File: src/rtl/axi4lite_mem_master_pkg.sv
// Shared types for the MEM-stage AXI4-Lite master: FSM state encoding and AXI response codes.
package axi4lite_mem_master_pkg;

  typedef enum logic [2:0] {
    IDLE    = 3'd0,
    WR_AW_W = 3'd1,
    WR_B    = 3'd2,
    RD_AR   = 3'd3,
    RD_R    = 3'd4,
    DONE    = 3'd5
  } state_t;

  localparam logic [1:0] RESP_OKAY   = 2'b00;
  localparam logic [1:0] RESP_SLVERR = 2'b10;
  localparam logic [1:0] RESP_DECERR = 2'b11;

  function automatic logic resp_is_err(input logic [1:0] resp);
    return resp != RESP_OKAY;
  endfunction

endpackage

File: src/rtl/axi4lite_mem_master.sv
// Turns a pipeline MEM-stage load/store into a single outstanding AXI4-Lite transaction,
// stalling the pipeline until the response is back.
module axi4lite_mem_master
  import axi4lite_mem_master_pkg::*;
#(
  parameter int ADDR_W = 32
) (
  input  logic              clk,
  input  logic              rst,
  input  logic              mem_read,
  input  logic              mem_write,
  input  logic [ADDR_W-1:0] addr,
  input  logic [31:0]       wdata,
  input  logic [3:0]        wstrb,
  output logic              stall,
  output logic [31:0]       rdata,
  output logic              done,
  output logic              err,
  output logic [ADDR_W-1:0] m_awaddr,
  output logic              m_awvalid,
  input  logic              m_awready,
  output logic [31:0]       m_wdata,
  output logic [3:0]        m_wstrb,
  output logic              m_wvalid,
  input  logic              m_wready,
  input  logic [1:0]        m_bresp,
  input  logic              m_bvalid,
  output logic              m_bready,
  output logic [ADDR_W-1:0] m_araddr,
  output logic              m_arvalid,
  input  logic              m_arready,
  input  logic [31:0]       m_rdata,
  input  logic [1:0]        m_rresp,
  input  logic              m_rvalid,
  output logic              m_rready
);

  state_t            state;
  logic              active;
  logic              req;
  logic              req_accept;
  logic [ADDR_W-1:0] addr_q;
  logic [31:0]       wdata_q;
  logic [3:0]        wstrb_q;

  function automatic logic [ADDR_W-1:0] word_align(input logic [ADDR_W-1:0] a);
    return {a[ADDR_W-1:2], 2'b00};
  endfunction

  function automatic logic [31:0] lane_shift(input logic [31:0] d, input logic [1:0] off);
    return d << {off, 3'b000};
  endfunction

  // active stays low until the first clock edge after reset release so that
  // no output (stall included) moves before that edge.
  assign req        = mem_read | mem_write;
  assign req_accept = active && (state == IDLE) && req;
  assign stall      = active && (((state == IDLE) && req) ||
                                 ((state != IDLE) && (state != DONE)));

  assign m_awaddr = addr_q;
  assign m_araddr = addr_q;
  assign m_wdata  = wdata_q;
  assign m_wstrb  = wstrb_q;

  // Request capture: later upstream changes are ignored until the next IDLE.
  always_ff @(posedge clk) begin
    if (req_accept) begin
      addr_q  <= word_align(addr);
      wdata_q <= lane_shift(wdata, addr[1:0]);
      wstrb_q <= wstrb;
    end
  end

  always_ff @(posedge clk or negedge rst) begin
    if (!rst) begin
      state     <= IDLE;
      active    <= 1'b0;
      m_awvalid <= 1'b0;
      m_wvalid  <= 1'b0;
      m_bready  <= 1'b0;
      m_arvalid <= 1'b0;
      m_rready  <= 1'b0;
      done      <= 1'b0;
      err       <= 1'b0;
      rdata     <= '0;
    end else begin
      active <= 1'b1;
      case (state)
        IDLE: begin
          if (req_accept) begin
            if (mem_read && mem_write) begin
              state <= DONE;
              done  <= 1'b1;
              err   <= 1'b1;
            end else if (mem_write) begin
              state     <= WR_AW_W;
              m_awvalid <= 1'b1;
              m_wvalid  <= 1'b1;
            end else begin
              state     <= RD_AR;
              m_arvalid <= 1'b1;
            end
          end
        end
        WR_AW_W: begin
          if (m_awready) m_awvalid <= 1'b0;
          if (m_wready)  m_wvalid  <= 1'b0;
          if ((!m_awvalid || m_awready) && (!m_wvalid || m_wready)) begin
            state    <= WR_B;
            m_bready <= 1'b1;
          end
        end
        WR_B: begin
          if (m_bvalid) begin
            m_bready <= 1'b0;
            state    <= DONE;
            done     <= 1'b1;
            err      <= resp_is_err(m_bresp);
          end
        end
        RD_AR: begin
          if (m_arready) begin
            m_arvalid <= 1'b0;
            m_rready  <= 1'b1;
            state     <= RD_R;
          end
        end
        RD_R: begin
          if (m_rvalid) begin
            m_rready <= 1'b0;
            rdata    <= resp_is_err(m_rresp) ? 32'h0 : m_rdata;
            err      <= resp_is_err(m_rresp);
            done     <= 1'b1;
            state    <= DONE;
          end
        end
        DONE: begin
          done  <= 1'b0;
          err   <= 1'b0;
          state <= IDLE;
        end
        default: state <= IDLE;
      endcase
    end
  end

endmodule

File: config.mk
export PLATFORM = sky130hd
export DESIGN_NAME = axi4lite_mem_master
export DESIGN_NICKNAME = d
export VERILOG_FILES = /design/src/rtl/axi4lite_mem_master_pkg.sv /design/src/rtl/axi4lite_mem_master.sv
export SDC_FILE = /design/constraint.sdc
export NUM_CORES = 1
export LEC_CHECK = 0
export CORE_MARGIN = 2
export CORE_UTILIZATION = 39
export CTS_CLUSTER_DIAMETER = 60
export DETAILED_ROUTE_END_ITERATION = 16
export GPL_ROUTABILITY_DRIVEN = 0
export PLACE_DENSITY = 0.8
export SLEW_MARGIN = 20
export SYNTH_ARGS = -nofsm -noshare
export SYNTH_HDL_FRONTEND = slang
export SYNTH_SLANG_ARGS = --single-unit
File: constraint.sdc
create_clock -name clk -period 8.89 [get_ports clk]
set_input_delay 2.2225 -clock clk [delete_from_list [all_inputs] [get_ports clk]]
set_output_delay 2.2225 -clock clk [all_outputs]
set_load 0.03 [all_outputs]
==> results.yml, run 1 <==
worst_setup_path:
  cp.buffers_inverters: 2
  critPathCaptureType: "output pin"
  crit_family: "buffers and inverters"
  cp_data_arrival_time_ps: 3970
  cp-start-kind: "primary input"
  critPathSlowestCell: "clkdlybuf4s50_1"
  critPathMaxStageDelay_ps: 580
  cp_common_cell: "clkdlybuf4s50_1"
  cp.required_ps: 6670
  critical_path.max_fanout: 6
  crit_path_cell_trace: "clkdlybuf4s50_1, nor2_1, a21boi_0, o21a_1, clkdlybuf4s50_1"
  crit_type: "in2out"
logic_synthesis:
  yosysSeqAreaShare_pct: 64.8
  ys_ff_latch: 109
  yosys-top-cells-area: "edfxtp_1, dfrtp_1, nand2_1, buf_4, mux2i_1"
  netlist.area_leader.share_pct: 42.0
  avgSynthCellArea_um2: 11.6
  synth.cell_area_um2: 4720
  synth_cell_types: 32
  syn_inst: 406
  yosysTopAreaCell: "edfxtp_1"
  yosysWarnings: 0
grt:
  grt_pass1_vias: 3691
  grt_overflow_total: 0
  grt_max_degree: 67
  grt_pass1_wl_um: 19700
  antenna_found_initial: 0
  grt_use_total_pct: 19.7
pwr:
  pwr-share-comb_pct: 41.1
  p_leak_nw: 2.76
  pwr-share-seq_pct: 38.9
  p_sw_w: 0.000751
  p_sw_share_pct: 37.9
  clkPwrFrac_pct: 20.1
  powerDensity_nw_per_um2: 271
  internal-power_w: 0.00123
  irDropWorstVdd_mv: 0.175
sta:
  fmax_mhz: 161
  tightest_slew_ps: 1010
  setup_viol: 0
  slew_headroom_pct: 32.4
  min_period_ps: 6190
  setup_tns_ps: 0
  hold_violations: 0
  rsz0062_at_grt: "false"
  fin_crit_sh_pct: 69.7
  clock_skew_ps: 7.01
  hold_slack_ps: 483
  drv_slew: 0
floorplanning:
  core.rowCount: 40
  die_height_um: 114
  core-area_um2: 11900
  design.die.area_um2: 13000
  ios: 253
  die_w_um: 114
  start_util_pct: 39.6
clock_tree:
  clockBufferDepth: 2
  htreeDepth: 3
  hold_buffers: 0
  clkLatencyLatePin_ps: 350
  cts_resized: 0
  numCtsBuffers: 9
  cts_setup_buffers: 0
  clk_pin_slew_ps: 70
  cts_sinks: 109
  root_buffer: "clkbuf_16"
  cts_tree: "yes"
final_layout:
  drive_above_1_share_pct: 3.73
  area_delta_synth_final_pct: 55.3
  antenna_cells: 0
  nNetsFinal: 725
  final_common_cell: "clkdlybuf4s50_1"
  most-common-layout-cells: "clkdlybuf4s50_1, nand2_1, edfxtp_1, dfrtp_1, o21ai_1"
detailed_routing:
  first_pass_iters: 4
  drt-total-wl_um: 12900
  num_vias: 3683
  drc: 0
  detail_route.iter0.violations: 212
  viasPerCell: 4.83
  ant_nets: 0
  drt-wirelength-per-cell_um: 16.9
run_status:
  outcome: "finished clean"
job:
  cap_violations: 0
worst_hold_path:
  hp-class: "reg2reg"
placed_design:
  dp_hpwl_um: 9570
  port_buffers: 248
==> synth_stat cells (all sizes together) <==
master,count
a211oi,9
a21boi,1
a21oi,16
a22oi,2
a31oi,2
and2,8
and3,1
buf,47
clkbuf,12
conb,2
dfrtp,43
edfxtp,66
inv,6
mux2i,18
nand2,75
nand2b,2
nand3b,3
nor2,18
nor2b,9
nor3,2
nor4,4
o21a,1
o21ai,45
o22ai,9
o31a,1
o31ai,1
or3,2
or3b,1
==> per-layer routing <==
metal  vias up  part of all wire, %  track usage, %  wire [µm]
met5         -                    0               0          0
met1      1745                   39            21.9       5000
met4         0                  2.6            8.70        340
li1       1783                    -               -          -
met2       129                   54            36.2       6930
met3        26                  5.2            4.04        669
==> area by class of cell <==
type | instances | area [µm²]
fillers | 960 | 4590
flip-flops and latches | 109 | 3060
repair buffers | 251 | 2500
multi-input cells | 235 | 1270
clock buffers | 9 | 225
well taps | 147 | 184
clock inverters | 6 | 63.8
inverters | 6 | 22.5
==> per-stage QoR <==
step	total power [W]	utilization, %	setup WS, ps	cell area [µm²]	instances
final	0.00198	61.5	2700	7320	763
after global routing	0.00207	61.5	2610	7320	763
after CTS	0.00200	61.5	2700	7320	763
after detailed placement	0.00159	59.1	2720	7040	748
after global placement	0.00157	59.0	2760	7030	748
after floorplan	0.00126	-	2400	4730	409
==> power by group through the flow <==
stage,sequential [W],combinational [W],clock (W)
after floorplan,0.000981,0.000275,0
after global routing,0.000788,0.000860,0.000427
after detailed placement,0.000779,0.000815,0
final,0.000770,0.000814,0.000398
after CTS,0.000769,0.000817,0.000412
after global placement,0.000770,0.000799,0
==> cells by family after synthesis <==
family / synth area share (%)
flops: 64.8
simple gates: 11.8
mux: 3.82
buf+inv: 8.94
compound gates: 10.5
other cells: 0.159
==> registers in the layout, summed over array words and instances (netlist names) <==
signal and count:
m_araddr 30, m_wvalid 1, err 1, m_arvalid 1
m_rready 1, state 3, m_awvalid 1, done 1
active 1, m_wdata 32, m_bready 1, m_wstrb 4
rdata 32
==> path summary, 6_finish.rpt <==
kind / startpoint / endpoint / slack, ps / depth (start not counted)
max in group asynchronous: rst / rdata[26]$_DFFE_PN0P_ / 6240 / 1
min in group asynchronous: rst / rdata[9]$_DFFE_PN0P_ / 2040 / 1
worst max register to register: state[2]$_DFFE_PN0P_ / m_wstrb[2]$_DFFE_PP_ / 6640 / 3
worst min register to register: rdata[0]$_DFFE_PN0P_ / rdata[0]$_DFFE_PN0P_ / 480 / 2
worst max-delay path: mem_write / stall / 2700 / 5
worst min-delay path: rdata[0]$_DFFE_PN0P_ / rdata[0]$_DFFE_PN0P_ / 480 / 2
==> worst min-delay path, delay by kind of cell, from the launching register on <==
family / cells / cell delay, ps
AOI/OAI and AO/OA: 1 / 60
and+or+nand+nor: 1 / 40
DFF: 1 / 340
No activity file was read; power rests on OpenSTA's default activity.
==> inputs of run 2 (changes only) <==
Clock period 8.89 ns to 5.7 ns, I/O delays scaled along.
==> run 2 against run 1 <==
Compared with the run above: wire length rose by 0.74%; sequential share of layout area fell by 0.16 points; clock skew is 2.7 ps higher; register-to-register slack got worse by 3200 ps; largest cell class unchanged; highest routed layer unchanged.
==> results.yml, run 2 (synthesis results as in run 1) <==
detailed_routing:
  viasPerCell: 4.89
  drc: 0
  first_pass_iters: 5
  drt-wirelength-per-cell_um: 17.0
  drt-total-wl_um: 13000
  ant_nets: 0
  num_vias: 3742
  detail_route.iter0.violations: 179
clock_tree:
  cts_sinks: 109
  clkLatencyLatePin_ps: 350
  clockBufferDepth: 2
  hold_buffers: 0
  numCtsBuffers: 9
  clk_pin_slew_ps: 70
  htreeDepth: 3
  cts_resized: 0
  root_buffer: "clkbuf_16"
  cts_setup_buffers: 0
  cts_tree: "yes"
pwr:
  irDropWorstVdd_mv: 0.261
  pwr-share-comb_pct: 40.8
  p_leak_nw: 2.78
  internal-power_w: 0.00192
  p_sw_w: 0.00118
  powerDensity_nw_per_um2: 422
  pwr-share-seq_pct: 38.7
  clkPwrFrac_pct: 20.4
  p_sw_share_pct: 38.0
floorplanning:
  design.die.area_um2: 13000
  core.rowCount: 40
  die_w_um: 114
  ios: 253
  start_util_pct: 39.6
  die_height_um: 114
  core-area_um2: 11900
worst_setup_path:
  cp.buffers_inverters: 2
  cp_data_arrival_time_ps: 3160
  crit_family: "buffers and inverters"
  critPathSlowestCell: "clkdlybuf4s50_1"
  critical_path.max_fanout: 6
  reg2regPathDepth: 4
  r2r-start: "state[2]$_DFFE_PN0P_"
  crit_path_cell_trace: "clkdlybuf4s50_1, nor2_1, a21boi_0, o21a_1, clkdlybuf4s50_1"
  crit_type: "in2out"
  cp.required_ps: 4280
  startpoint: "mem_write"
  cp-start-kind: "primary input"
  cp.depth: 5
  critPathCaptureType: "output pin"
  critPathMaxStageDelay_ps: 580
  cp_common_cell: "clkdlybuf4s50_1"
sta:
  rsz0062_at_grt: "false"
  fmax_mhz: 218
  fin_crit_sh_pct: 80.4
  tightest_slew_ps: 975
  clock_skew_ps: 9.71
  setup_viol: 0
  setup_tns_ps: 0
  slew_headroom_pct: 35.0
  drv_slew: 0
  min_period_ps: 4580
  hold_violations: 0
grt:
  grt_use_total_pct: 19.9
  grt_pass1_wl_um: 19800
  grt_pass1_vias: 3713
  grt_max_degree: 67
  grt_overflow_total: 0
  antenna_found_initial: 0
final_layout:
  most-common-layout-cells: "clkdlybuf4s50_1, nand2_1, edfxtp_1, dfrtp_1, o21ai_1"
  final_common_cell: "clkdlybuf4s50_1"
  drive_above_1_share_pct: 4.05
  finalInstanceArea_um2: 7350
  nNetsFinal: 726
  antenna_cells: 0
  area_delta_synth_final_pct: 55.9
worst_hold_path:
  hp-class: "reg2reg"
  hold_start: "rdata[0]$_DFFE_PN0P_"
  min_delay_path_depth: 2
run_status:
  outcome: "finished clean"
placed_design:
  placed_cell_area_um2: 7040
  dp_hpwl_um: 9580
  port_buffers: 248
job:
  cap_violations: 0
-- run 2: cell types whose count changed in the layout (fill, tap and decap cells not counted), sizes merged --
cell | before | now
clkinvlp | 1 | 0
buf | 4 | 5
clkinv | 3 | 4
inv | 7 | 8
-- run 2: layout make-up --
type / instances / area (µm²)
Fill cell: 963 / 4560
Sequential cell: 109 / 3060
Timing Repair Buffer: 252 / 2520
Multi-Input combinational cell: 235 / 1270
Clock buffer: 9 / 225
Tap cell: 147 / 184
Clock inverter: 7 / 72.6
Inverter: 6 / 22.5
-- run 2: power groups by stage --
stage	Combinational, W	Sequential (W)	Clock, W
2_1_floorplan	0.000429	0.00153	0
3_3_place_gp	0.00125	0.00120	0
3_5_place_dp	0.00127	0.00122	0
4_1_cts	0.00127	0.00120	0.000653
5_1_grt	0.00134	0.00123	0.000679
6_report	0.00127	0.00120	0.000634
-- run 2: per-stage QoR --
step	setup WS, ps	power (W)	utilization, %	hold slack (ps)	std cells
after floorplan	9.10	0.00196	-	632	409
after global placement	1150	0.00245	59.0	464	748
after detailed placement	1140	0.00248	59.1	473	748
after CTS	1130	0.00313	61.6	490	764
after global routing	1040	0.00325	61.7	512	765
final	1120	0.00310	61.7	483	765
-- run 2: per-layer routing --
layer  up-vias  part of all wire [%]  track usage [%]  wire (µm)
li1       1790                     -                -          -
met1      1791                    37             22.1       4800
met2       142                    56             37.4       7260
met3        19                   5.1             3.45        666
met4         0                   2.3             8.37        306
met5         -                     0                0          0
-- run 2: path summary, 6_finish.rpt --
kind / to / slack, ps
max in group asynchronous: rdata[31]$_DFFE_PN0P_ / 4260
worst min-delay path: rdata[0]$_DFFE_PN0P_ / 480
worst min register to register: rdata[0]$_DFFE_PN0P_ / 480
worst max register to register: rdata[19]$_DFFE_PN0P_ / 3470
min in group asynchronous: rdata[9]$_DFFE_PN0P_ / 970
worst max-delay path: stall / 1120
-- run 2: worst min-delay path, delay by kind of cell, from the launching register on --
kind / cells / cell delay, ps
compound gates: 1 / 60
flops: 1 / 350
simple gates: 1 / 50
==> inputs of run 3 (changes only) <==
Clock period 5.7 ns to 4.45 ns, I/O delays scaled along.
==> run 3 against run 2 <==
Compared with the run above: clock skew is 1.8 ps lower; cell count stayed put; non-clock buffer count stayed put; highest routed layer unchanged.
==> results.yml, run 3 (synthesis results as in run 1) <==
run_status:
  outcome: "finished clean"
worst_setup_path:
  cp_data_arrival_time_ps: 2890
  crit_type: "in2out"
  cp.required_ps: 3340
  critical_path.max_fanout: 6
  critPathSlowestCell: "clkdlybuf4s50_1"
  critPathMaxStageDelay_ps: 590
  crit_path_cell_trace: "clkdlybuf4s50_1, nor2_1, a21boi_0, o21a_1, clkdlybuf4s50_1"
  cp-start-kind: "primary input"
  critPathCaptureType: "output pin"
  cp_common_cell: "clkdlybuf4s50_1"
clock_tree:
  clk_pin_slew_ps: 70
  htreeDepth: 3
  hold_buffers: 0
  cts_setup_buffers: 0
  cts_sinks: 109
  clockBufferDepth: 2
  root_buffer: "clkbuf_16"
  clkLatencyLatePin_ps: 340
  numCtsBuffers: 9
  cts_resized: 0
  cts_tree: "yes"
detailed_routing:
  detail_route.iter0.violations: 221
  viasPerCell: 4.90
  drt-total-wl_um: 12900
  drt-wirelength-per-cell_um: 16.9
  first_pass_iters: 5
  drc: 0
  ant_nets: 0
  num_vias: 3750
pwr:
  p_leak_nw: 2.78
  p_total_w: 0.00402
  powerDensity_nw_per_um2: 546
  irDropWorstVdd_mv: 0.379
sta:
  min_period_ps: 4000
  hold_violations: 0
  fmax_mhz: 250
  rsz0062_at_grt: "false"
  tightest_slew_ps: 977
  setup_viol: 0
  drv_slew: 0
  setup_tns_ps: 0
  clock_skew_ps: 7.90
  slew_headroom_pct: 34.8
  fin_crit_sh_pct: 90.0
placed_design:
  port_buffers: 248
  dp_hpwl_um: 9770
floorplanning:
  core.rowCount: 40
  design.die.area_um2: 13000
  start_util_pct: 39.6
  die_w_um: 114
  ios: 253
  core-area_um2: 11900
  die_height_um: 114
final_layout:
  nNetsFinal: 726
  antenna_cells: 0
  fill_cells: 998
  final_common_cell: "clkdlybuf4s50_1"
  most-common-layout-cells: "clkdlybuf4s50_1, nand2_1, edfxtp_1, dfrtp_1, o21ai_1"
  drive_above_1_share_pct: 4.05
  area_delta_synth_final_pct: 56.1
grt:
  grt_use_total_pct: 19.7
  grt_pass1_wl_um: 19700
  grt_overflow_total: 0
  grt_pass1_vias: 3612
  grt_max_degree: 67
  antenna_found_initial: 0
worst_hold_path:
  hp-class: "reg2reg"
job:
  cap_violations: 0
-- run 3: cell count changes in the layout (fill, tap and decap cells not counted) --
| cell | previous run | this run |
|---|---|---|
| clkinv_4 | 1 | 2 |
| nor2_4 | 1 | 0 |
| buf_4 | 3 | 4 |
| clkinvlp_4 | 0 | 1 |
| nor2_2 | 0 | 1 |
| clkinv_2 | 2 | 0 |
| inv_8 | 1 | 0 |
| buf_12 | 1 | 0 |
| bufinv_16 | 1 | 2 |
-- run 3: critical path, delay by kind of cell --
kind	cells	cell delay, ps
buffers and inverters	2	1090
AND/OR/NAND/NOR	1	340
AO/OA/AOI/OAI	2	350
-- run 3: worst paths after layout --
| check | startpoint | endpoint | slack, ps | cells past startpoint |
|---|---|---|---|---|
| hold / removal | rdata[29]$_DFFE_PN0P_ | rdata[29]$_DFFE_PN0P_ | 490 | 2 |
| hold reg to reg | rdata[29]$_DFFE_PN0P_ | rdata[29]$_DFFE_PN0P_ | 490 | 2 |
| max in group asynchronous | rst | rdata[21]$_DFFE_PN0P_ | 2930 | 1 |
| min in group asynchronous | rst | rdata[8]$_DFFE_PN0P_ | 920 | 1 |
| setup / recovery | mem_write | stall | 450 | 5 |
| setup reg to reg | state[2]$_DFFE_PN0P_ | m_araddr[27]$_DFFE_PP_ | 2180 | 3 |
-- run 3: stage by stage --
stage	std cells	worst slack, ps	utilization (%)	hold WS [ps]	cell area (µm²)
2_1_floorplan	409	647	-	632	4740
3_3_place_gp	749	546	59.1	462	7040
3_5_place_dp	749	474	59.1	474	7040
4_1_cts	765	467	61.8	491	7360
5_1_grt	765	376	61.8	518	7360
6_report	765	446	61.8	487	7360
-- run 3: layer usage --
layer | GRT usage, % | vias to the layer above | wire (µm)
met1 | 23.3 | 1781 | 5010
met4 | 9.27 | 0 | 408
met2 | 34.7 | 146 | 6880
li1 | - | 1791 | -
met3 | 3.67 | 32 | 618
met5 | 0 | - | 0
-- run 3: power by group --
part           internal (W)  switching, W
Combinational      0.000668      0.000954
Clock              0.000496      0.000366
Sequential          0.00136      0.000178
Total               0.00252       0.00150
-- run 3: area by class of cell --
class                           count  area (µm²)  area share, %
Multi-Input combinational cell    235        1270           17.2
Clock inverter                      7        97.6           1.33
Sequential cell                   109        3060           41.5
Clock buffer                        9         225           3.06
Tap cell                          147         184           2.50
Timing Repair Buffer              252        2510           34.1
Inverter                            6        22.5          0.306
